==> src/rtl/ecall_stream_arbiter.sv <==
// rtl/ecall_stream_arbiter.sv - port-B reader streaming bytes to the Arduino link for CPU/debug requesters
// Optional build macro: ECALL_STREAM_CHECKSUM_EN appends an XOR checksum handshake after the data bytes.
module ecall_stream_arbiter #(
    parameter int ADDR_W  = 12,
    parameter int LEN_W   = 16,
    parameter int SETTLE  = 2,
    parameter int TIMEOUT = 50000
) (
    input  logic              ADC_CLK_10,
    input  logic              rst,
    input  logic              cpu_req,
    input  logic [ADDR_W-1:0] cpu_addr,
    input  logic [LEN_W-1:0]  cpu_len,
    output logic              cpu_done,
    input  logic              dbg_req,
    input  logic [ADDR_W-1:0] dbg_addr,
    input  logic [LEN_W-1:0]  dbg_len,
    output logic              dbg_done,
    output logic              mem_rden,
    output logic [ADDR_W-1:0] mem_addr,
    input  logic [63:0]       mem_q,
    output logic [7:0]        ard_data,
    output logic              ard_strobe,
    input  logic              ard_ack,
    output logic              busy,
    output logic              owner,
    output logic              timeout_err
);

    localparam int SW = $clog2(SETTLE + 1);
    localparam int TW = $clog2(TIMEOUT + 1);

    typedef enum logic [2:0] {
        S_IDLE,
        S_READ,
        S_CAPTURE,
        S_SETTLE,
        S_ACK_HI,
        S_ACK_LO,
        S_FINISH
`ifdef ECALL_STREAM_CHECKSUM_EN
        , S_SUM
`endif
    } state_t;

    state_t            state;
    state_t            state_next;
    logic [ADDR_W-1:0] base;
    logic [LEN_W-1:0]  len_q;
    logic [LEN_W-1:0]  ptr;
    logic [LEN_W-1:0]  ptr_inc;
    logic [SW-1:0]     settle_cnt;
    logic [TW-1:0]     phase_cnt;
    logic              ack_meta;
    logic              ack_s;
    logic              cpu_armed;
    logic              cpu_elig;
    logic              grant;
    logic              grant_dbg;
    logic [LEN_W-1:0]  grant_len;
    logic              last_byte;
    logic              phase_expired;
    logic              timeout_hit;
    logic              unused_q;
`ifdef ECALL_STREAM_CHECKSUM_EN
    logic [7:0]        csum;
    logic              sum_sent;
`endif

    // Round-robin: on contention the requester that did not own the last grant wins.
    assign cpu_elig      = cpu_req & cpu_armed;
    assign grant         = cpu_elig | dbg_req;
    assign grant_dbg     = dbg_req & (~cpu_elig | ~owner);
    assign grant_len     = grant_dbg ? dbg_len : cpu_len;
    assign ptr_inc       = ptr + 1'b1;
    assign last_byte     = (ptr_inc == len_q);
    assign phase_expired = (phase_cnt == TW'(TIMEOUT - 1));
    assign unused_q      = ^mem_q[63:8];

    assign mem_rden = (state == S_READ);
    assign mem_addr = mem_rden ? (base + ADDR_W'(ptr)) : '0;

    always_ff @(posedge ADC_CLK_10 or posedge rst) begin
        if (rst) begin
            state <= S_IDLE;
        end else begin
            state <= state_next;
        end
    end

    always_comb begin
        state_next  = state;
        timeout_hit = 1'b0;
        case (state)
            S_IDLE: begin
                if (grant) begin
                    if (grant_len == '0) begin
`ifdef ECALL_STREAM_CHECKSUM_EN
                        state_next = S_SUM;
`else
                        state_next = S_FINISH;
`endif
                    end else begin
                        state_next = S_READ;
                    end
                end
            end
            S_READ:    state_next = S_CAPTURE;
            S_CAPTURE: state_next = S_SETTLE;
            S_SETTLE: begin
                if (settle_cnt <= SW'(1)) begin
                    state_next = S_ACK_HI;
                end
            end
            S_ACK_HI: begin
                if (ack_s) begin
                    state_next = S_ACK_LO;
                end else if (phase_expired) begin
                    state_next  = S_FINISH;
                    timeout_hit = 1'b1;
                end
            end
            S_ACK_LO: begin
                if (!ack_s) begin
`ifdef ECALL_STREAM_CHECKSUM_EN
                    if (sum_sent) begin
                        state_next = S_FINISH;
                    end else if (last_byte) begin
                        state_next = S_SUM;
                    end else begin
                        state_next = S_READ;
                    end
`else
                    state_next = last_byte ? S_FINISH : S_READ;
`endif
                end else if (phase_expired) begin
                    state_next  = S_FINISH;
                    timeout_hit = 1'b1;
                end
            end
            S_FINISH: state_next = S_IDLE;
`ifdef ECALL_STREAM_CHECKSUM_EN
            S_SUM:    state_next = S_SETTLE;
`endif
            default:  state_next = S_IDLE;
        endcase
    end

    always_ff @(posedge ADC_CLK_10 or posedge rst) begin
        if (rst) begin
            ack_meta    <= 1'b0;
            ack_s       <= 1'b0;
            base        <= '0;
            len_q       <= '0;
            ptr         <= '0;
            settle_cnt  <= '0;
            phase_cnt   <= '0;
            cpu_armed   <= 1'b0;
            cpu_done    <= 1'b1;
            dbg_done    <= 1'b0;
            ard_data    <= 8'h00;
            ard_strobe  <= 1'b0;
            busy        <= 1'b0;
            owner       <= 1'b0;
            timeout_err <= 1'b0;
`ifdef ECALL_STREAM_CHECKSUM_EN
            csum        <= 8'h00;
            sum_sent    <= 1'b0;
`endif
        end else begin
            ack_meta   <= ard_ack;
            ack_s      <= ack_meta;
            dbg_done   <= 1'b0;
            ard_strobe <= (state_next == S_ACK_HI);
            if (!cpu_req) begin
                cpu_armed <= 1'b1;
            end
            if (timeout_hit) begin
                timeout_err <= 1'b1;
            end
            // The ack watchdog restarts on every state change, so each edge gets a full budget.
            if (state_next != state) begin
                phase_cnt <= '0;
            end else if (state == S_ACK_HI || state == S_ACK_LO) begin
                phase_cnt <= phase_cnt + 1'b1;
            end
            case (state)
                S_IDLE: begin
                    if (grant) begin
                        base  <= grant_dbg ? dbg_addr : cpu_addr;
                        len_q <= grant_len;
                        ptr   <= '0;
                        busy  <= 1'b1;
                        owner <= grant_dbg;
                        if (!grant_dbg) begin
                            cpu_done  <= 1'b0;
                            cpu_armed <= 1'b0;
                        end
`ifdef ECALL_STREAM_CHECKSUM_EN
                        csum     <= 8'h00;
                        sum_sent <= 1'b0;
`endif
                    end
                end
                S_CAPTURE: begin
                    ard_data   <= mem_q[7:0];
                    settle_cnt <= SW'(SETTLE);
`ifdef ECALL_STREAM_CHECKSUM_EN
                    csum       <= csum ^ mem_q[7:0];
`endif
                end
                S_SETTLE: settle_cnt <= settle_cnt - 1'b1;
                S_ACK_LO: begin
                    if (!ack_s) begin
                        ptr <= ptr_inc;
                    end
                end
`ifdef ECALL_STREAM_CHECKSUM_EN
                S_SUM: begin
                    ard_data   <= csum;
                    settle_cnt <= SW'(SETTLE);
                    sum_sent   <= 1'b1;
                end
`endif
                S_FINISH: begin
                    busy     <= 1'b0;
                    ard_data <= 8'h00;
                    if (owner) begin
                        dbg_done <= 1'b1;
                    end else begin
                        cpu_done <= 1'b1;
                    end
                end
                default: ;
            endcase
        end
    end

endmodule

==> config.mk <==
export PLATFORM = sky130hd
export DESIGN_NAME = ecall_stream_arbiter
export DESIGN_NICKNAME = d
export VERILOG_FILES = /design/src/rtl/ecall_stream_arbiter.sv
export SDC_FILE = /design/constraint.sdc
export NUM_CORES = 1
export LEC_CHECK = 0
export ABC_AREA = 1
export CORE_ASPECT_RATIO = 0.5
export CORE_UTILIZATION = 49
export CTS_BUF_LIST = sky130_fd_sc_hd__clkbuf_8
export CTS_CLUSTER_SIZE = 24
export DETAILED_ROUTE_END_ITERATION = 8
export PLACE_DENSITY_LB_ADDON = 0.1
export SETUP_SLACK_MARGIN = 0.1
export SYNTH_ARGS = -nofsm -noshare
export SYNTH_HDL_FRONTEND = slang
export SYNTH_SLANG_ARGS = --single-unit
==> constraint.sdc <==
create_clock -name ADC_CLK_10 -period 3.6 [get_ports ADC_CLK_10]
set_clock_uncertainty 0.1 [all_clocks]
set_input_delay 1.08 -clock ADC_CLK_10 [delete_from_list [all_inputs] [get_ports ADC_CLK_10]]
set_output_delay 1.08 -clock ADC_CLK_10 [all_outputs]
set_load 0.03 [all_outputs]
==> flow_metrics.env, run 1 <==
export IMPL_hp_start="ack_meta"
export IMPL_global_route_wire_length_before_repair_um=21670
export IMPL_synth_largest_type_area_fraction_pct=40.13
export IMPL_number_of_nets_still_failing_antenna_checks_after_routing=0
export IMPL_postSynth_topFlopCell="sky130_fd_sc_hd__dfrtp_1"
export IMPL_slew_of_the_pin_with_the_lowest_slew_margin_ns=0.6063
export IMPL_cp_max_fo=3
export IMPL_drtIter0Drc=298
export IMPL_worst_skew_pair_late_latency_ns=0.37
export IMPL_layout_drive_gt1_share_pct=15.54
export IMPL_timing_final_setup_violations=0
export IMPL_gr_total_overflow=0
export IMPL_vias_per_cell=5.218
export IMPL_detailed_place_hpwl_um=9584
export IMPL_worstHoldPathCells=0
export IMPL_die_w_um=145.6
export IMPL_die_area_um2=10740
export IMPL_floorplan_initialDensity_pct=51.92
export IMPL_post_synth_edffs=0
export IMPL_peakVddDrop_mv=0.4157
export IMPL_all_layer_global_routing_usage_pct=25.76
export IMPL_clock_tree_htree_level_count=3
export IMPL_cts_sinks=82
export IMPL_die_height_um=73.80
export IMPL_m1WireLength_um=6297
export IMPL_whs_endpoint="ack_s"
export IMPL_detail_route_drc_violations=0
export IMPL_finalWeightedCongestion=0.8927
export IMPL_cellPowerDensity_nw_per_um2=633.5
export IMPL_total_number_of_nets_in_the_final_design=933
export IMPL_synth_seq_area_share_pct=40.65
export IMPL_max_clock_buf_depth=2
export IMPL_fmax_ghz=0.2869
export IMPL_timing_reg2reg_worst_path_depth=16
export IMPL_met2RoutedLength_um=5935
export IMPL_netlist_cell_type_count=42
export IMPL_ctsHoldBuffers=0
export IMPL_synth_area_um2=5051
export IMPL_top_level_i_o_count=152
export IMPL_hp_class="register to register"
export IMPL_startpoint_type="register"
export IMPL_grt_setup_unrepaired="true"
export IMPL_postSynthRegisterBits=82
export IMPL_syn_avg_cell_area_um2=7.517
export IMPL_num_vias=4868
export IMPL_wirelength_um=13170
export IMPL_rr_startpoint="ptr[0]"
export IMPL_cts_tree="done"
export IMPL_yosys_area_top_type="sky130_fd_sc_hd__dfrtp_1"
export IMPL_amount_of_wire_on_met3_after_detailed_routing_um=798
export IMPL_total_leakage_power_nw=2.986
export IMPL_worst_setup_hold_path_clk_slew_ns=0.09
export IMPL_timing_final_max_slew_violations=0
export IMPL_first_global_vias=4538
export IMPL_layout_cells_most_common="sky130_fd_sc_hd__nand2_1"
export IMPL_postLayoutCoreUtil_pct=68.68
export IMPL_postSynthCellCount=672
export IMPL_areaGrowthSynthToFinish_pct=32.28
export IMPL_grt_antenna_before_repair=0
export IMPL_final_period_utilization_pct=96.83
export IMPL_run_status="finished clean"
export IMPL_endpoint_kind="output pin"
export IMPL_cts_inserted_buffers=9
export IMPL_yosysWarningCount=0
export IMPL_coreArea_um2=9728
export IMPL_cp_slowest_stage_delay_ns=0.44
export IMPL_power_total_mw=4.233
export IMPL_num_rows=25
export IMPL_final_hold_viol_count=0
export IMPL_crit_arrival_ns=2.31
export IMPL_place_port_buffers=95
export IMPL_timing_critical_path_mode_cell="sky130_fd_sc_hd__nand2_1"
export IMPL_synth_async_reset_ratio_pct=100.0
export IMPL_critPathSlowestCell="sky130_fd_sc_hd__dfrtp_2"
export IMPL_synth_top_cells_by_area="sky130_fd_sc_hd__dfrtp_1, sky130_fd_sc_hd__nand2_1, sky130_fd_sc_hd__nand3_1, sky130_fd_sc_hd__o21ai_0, sky130_fd_sc_hd__inv_1"
export IMPL_time_the_worst_path_needs_with_i_o_delays_and_setup_ns=3.486
export IMPL_cap_viol_max_count=0
export IMPL_cp_required_ns=2.42
export IMPL_first_pass_iters=5
export IMPL_worst_r2r_setup_slack_ns=0.90
export IMPL_relSlewSlack_pct=59.21
export IMPL_largest_net_degree_at_the_start_of_global_routing=37
export IMPL_cts_root_buf="sky130_fd_sc_hd__clkbuf_8"
export IMPL_top_layer_used="met4"
export IMPL_worst_setup_path_type="register to output pin"
export IMPL_wl_per_cell_um=14.12
export IMPL_synth_fp_nets=812
export IMPL_diodes=0
export IMPL_crit_path_cell_trace="ha_4 -> nand2_2 -> nor3_4 -> nand3_1 -> o2111ai_2 -> nand2_1 -> inv_2 -> o21ai_1 -> nand2_1 -> o21ai_2 -> a21oi_2 -> buf_6"
export IMPL_leading_cell_types_in_the_layout_fill_and_taps_excluded="sky130_fd_sc_hd__nand2_1, sky130_fd_sc_hd__clkdlybuf4s50_1, sky130_fd_sc_hd__nand3_1, sky130_fd_sc_hd__dfrtp_1, sky130_fd_sc_hd__inv_1"
export IMPL_worst_r2r_endpoint="phase_cnt[10]"
## final cells by class
cell class                 instances  area, um2
inverter                          85      320.3
timing repair buffer             123       1176
fill                             810       3047
clock inverter                     6      72.57
tap                              135      168.9
clock buffer                      10      137.6
multi-input combinational        492       2749
sequential                        82       2057
## registers in the layout, indices dropped and copies added (netlist names), 2 cells and up
register    count
len_q          16
phase_cnt      16
ptr            16
base           12
ard_data        8
state           3
settle_cnt      2
## cells in the mapped netlist, types with 2 or more instances
library cell / count
sky130_fd_sc_hd__inv_2: 6
sky130_fd_sc_hd__nor2_1: 44
sky130_fd_sc_hd__or2_2: 3
sky130_fd_sc_hd__o21bai_1: 3
sky130_fd_sc_hd__nor2_4: 8
sky130_fd_sc_hd__a21oi_1: 25
sky130_fd_sc_hd__nand3_1: 78
sky130_fd_sc_hd__o22ai_1: 9
sky130_fd_sc_hd__nand4_1: 18
sky130_fd_sc_hd__nor3_1: 4
sky130_fd_sc_hd__ha_1: 14
sky130_fd_sc_hd__xnor2_1: 4
sky130_fd_sc_hd__o21ai_0: 60
sky130_fd_sc_hd__clkbuf_1: 9
sky130_fd_sc_hd__inv_1: 78
sky130_fd_sc_hd__nand2_2: 6
sky130_fd_sc_hd__nor2_2: 16
sky130_fd_sc_hd__xor2_1: 12
sky130_fd_sc_hd__nor3_2: 2
sky130_fd_sc_hd__buf_6: 2
sky130_fd_sc_hd__o2111ai_1: 2
sky130_fd_sc_hd__dfrtp_1: 81
sky130_fd_sc_hd__nand3b_1: 2
sky130_fd_sc_hd__nand2_1: 161
sky130_fd_sc_hd__a22o_1: 8
## critical path: cells and delay by family (launching register included)
kind / cells / cell delay (ns)
buffers and inverters: 2 / 0.22
AND/OR/NAND/NOR: 5 / 0.65
AO/OA/AOI/OAI: 4 / 0.36
adder cells (fa/ha/maj): 1 / 0.28
flip-flops: 1 / 0.44
## power by group
part | switching [mW] | internal, mW
Clock | 0.361 | 0.347
Combinational | 1.29 | 0.819
Sequential | 0.225 | 1.19
Total | 1.88 | 2.35
## per-stage QoR
step | hold WS [ns] | TNS, ns | instance area (um2) | std cells | worst slack, ns
final | 0.2548 | 0 | 6681 | 933 | 0.1142
after global routing | 0.2631 | -0.02935 | 6681 | 933 | -0.02935
after CTS | 0.2592 | 0 | 6598 | 929 | 0.1116
after floorplan | 0.2312 | 0 | 5051 | 672 | 0.3132
after detailed placement | 0.2387 | -0.02318 | 6259 | 907 | -0.01980
after global placement | 0.2371 | 0 | 6259 | 907 | 0.01194
## kinds of logic after synthesis
| logic type | Yosys count | synth area share, % |
|---|---|---|
| simple gates | 348 | 32.45 |
| compound gates | 111 | 12.29 |
| buf+inv | 99 | 7.778 |
| flops | 82 | 40.65 |
| xor+xnor | 16 | 2.774 |
| fa+ha+maj | 15 | 3.864 |
| mux | 1 | 0.1982 |
## timing repair
item                                    4_1_cts  5_1_grt
buffers inserted                              6        3
endpoints found under the setup margin       11        9
pin swaps                                     4        7
endpoints found under the hold margin         0        0
cloned                                        0        1
resized for setup                            28       25
## routing by layer
| metal | up-vias | track usage (%) |
|---|---|---|
| met4 | 0 | 6.316 |
| li1 | 2478 | - |
| met5 | - | 0 |
| met1 | 2224 | 34.23 |
| met2 | 149 | 42.90 |
| met3 | 17 | 6.335 |
## worst max path at each step
stage,start,endpoint,slack [ns],cells after the start
floorplan,rst,ack_meta,0.31,1
global placement,cpu_req,phase_cnt[11],0.01,15
detailed placement,cpu_req,phase_cnt[10],-0.02,15
CTS,ptr[8],mem_addr[11],0.11,12
global route,ptr[8],mem_addr[11],-0.03,12
finish,ptr[8],mem_addr[11],0.11,12
Note: power is estimated with default switching activity, not from simulation.
==> run 2: changes to the inputs <==
HOLD_SLACK_MARGIN = 0.1   (was unset)
==> results of run 2 <==
Same layout as run 1: the final DEF is identical, and so are final timing and power.
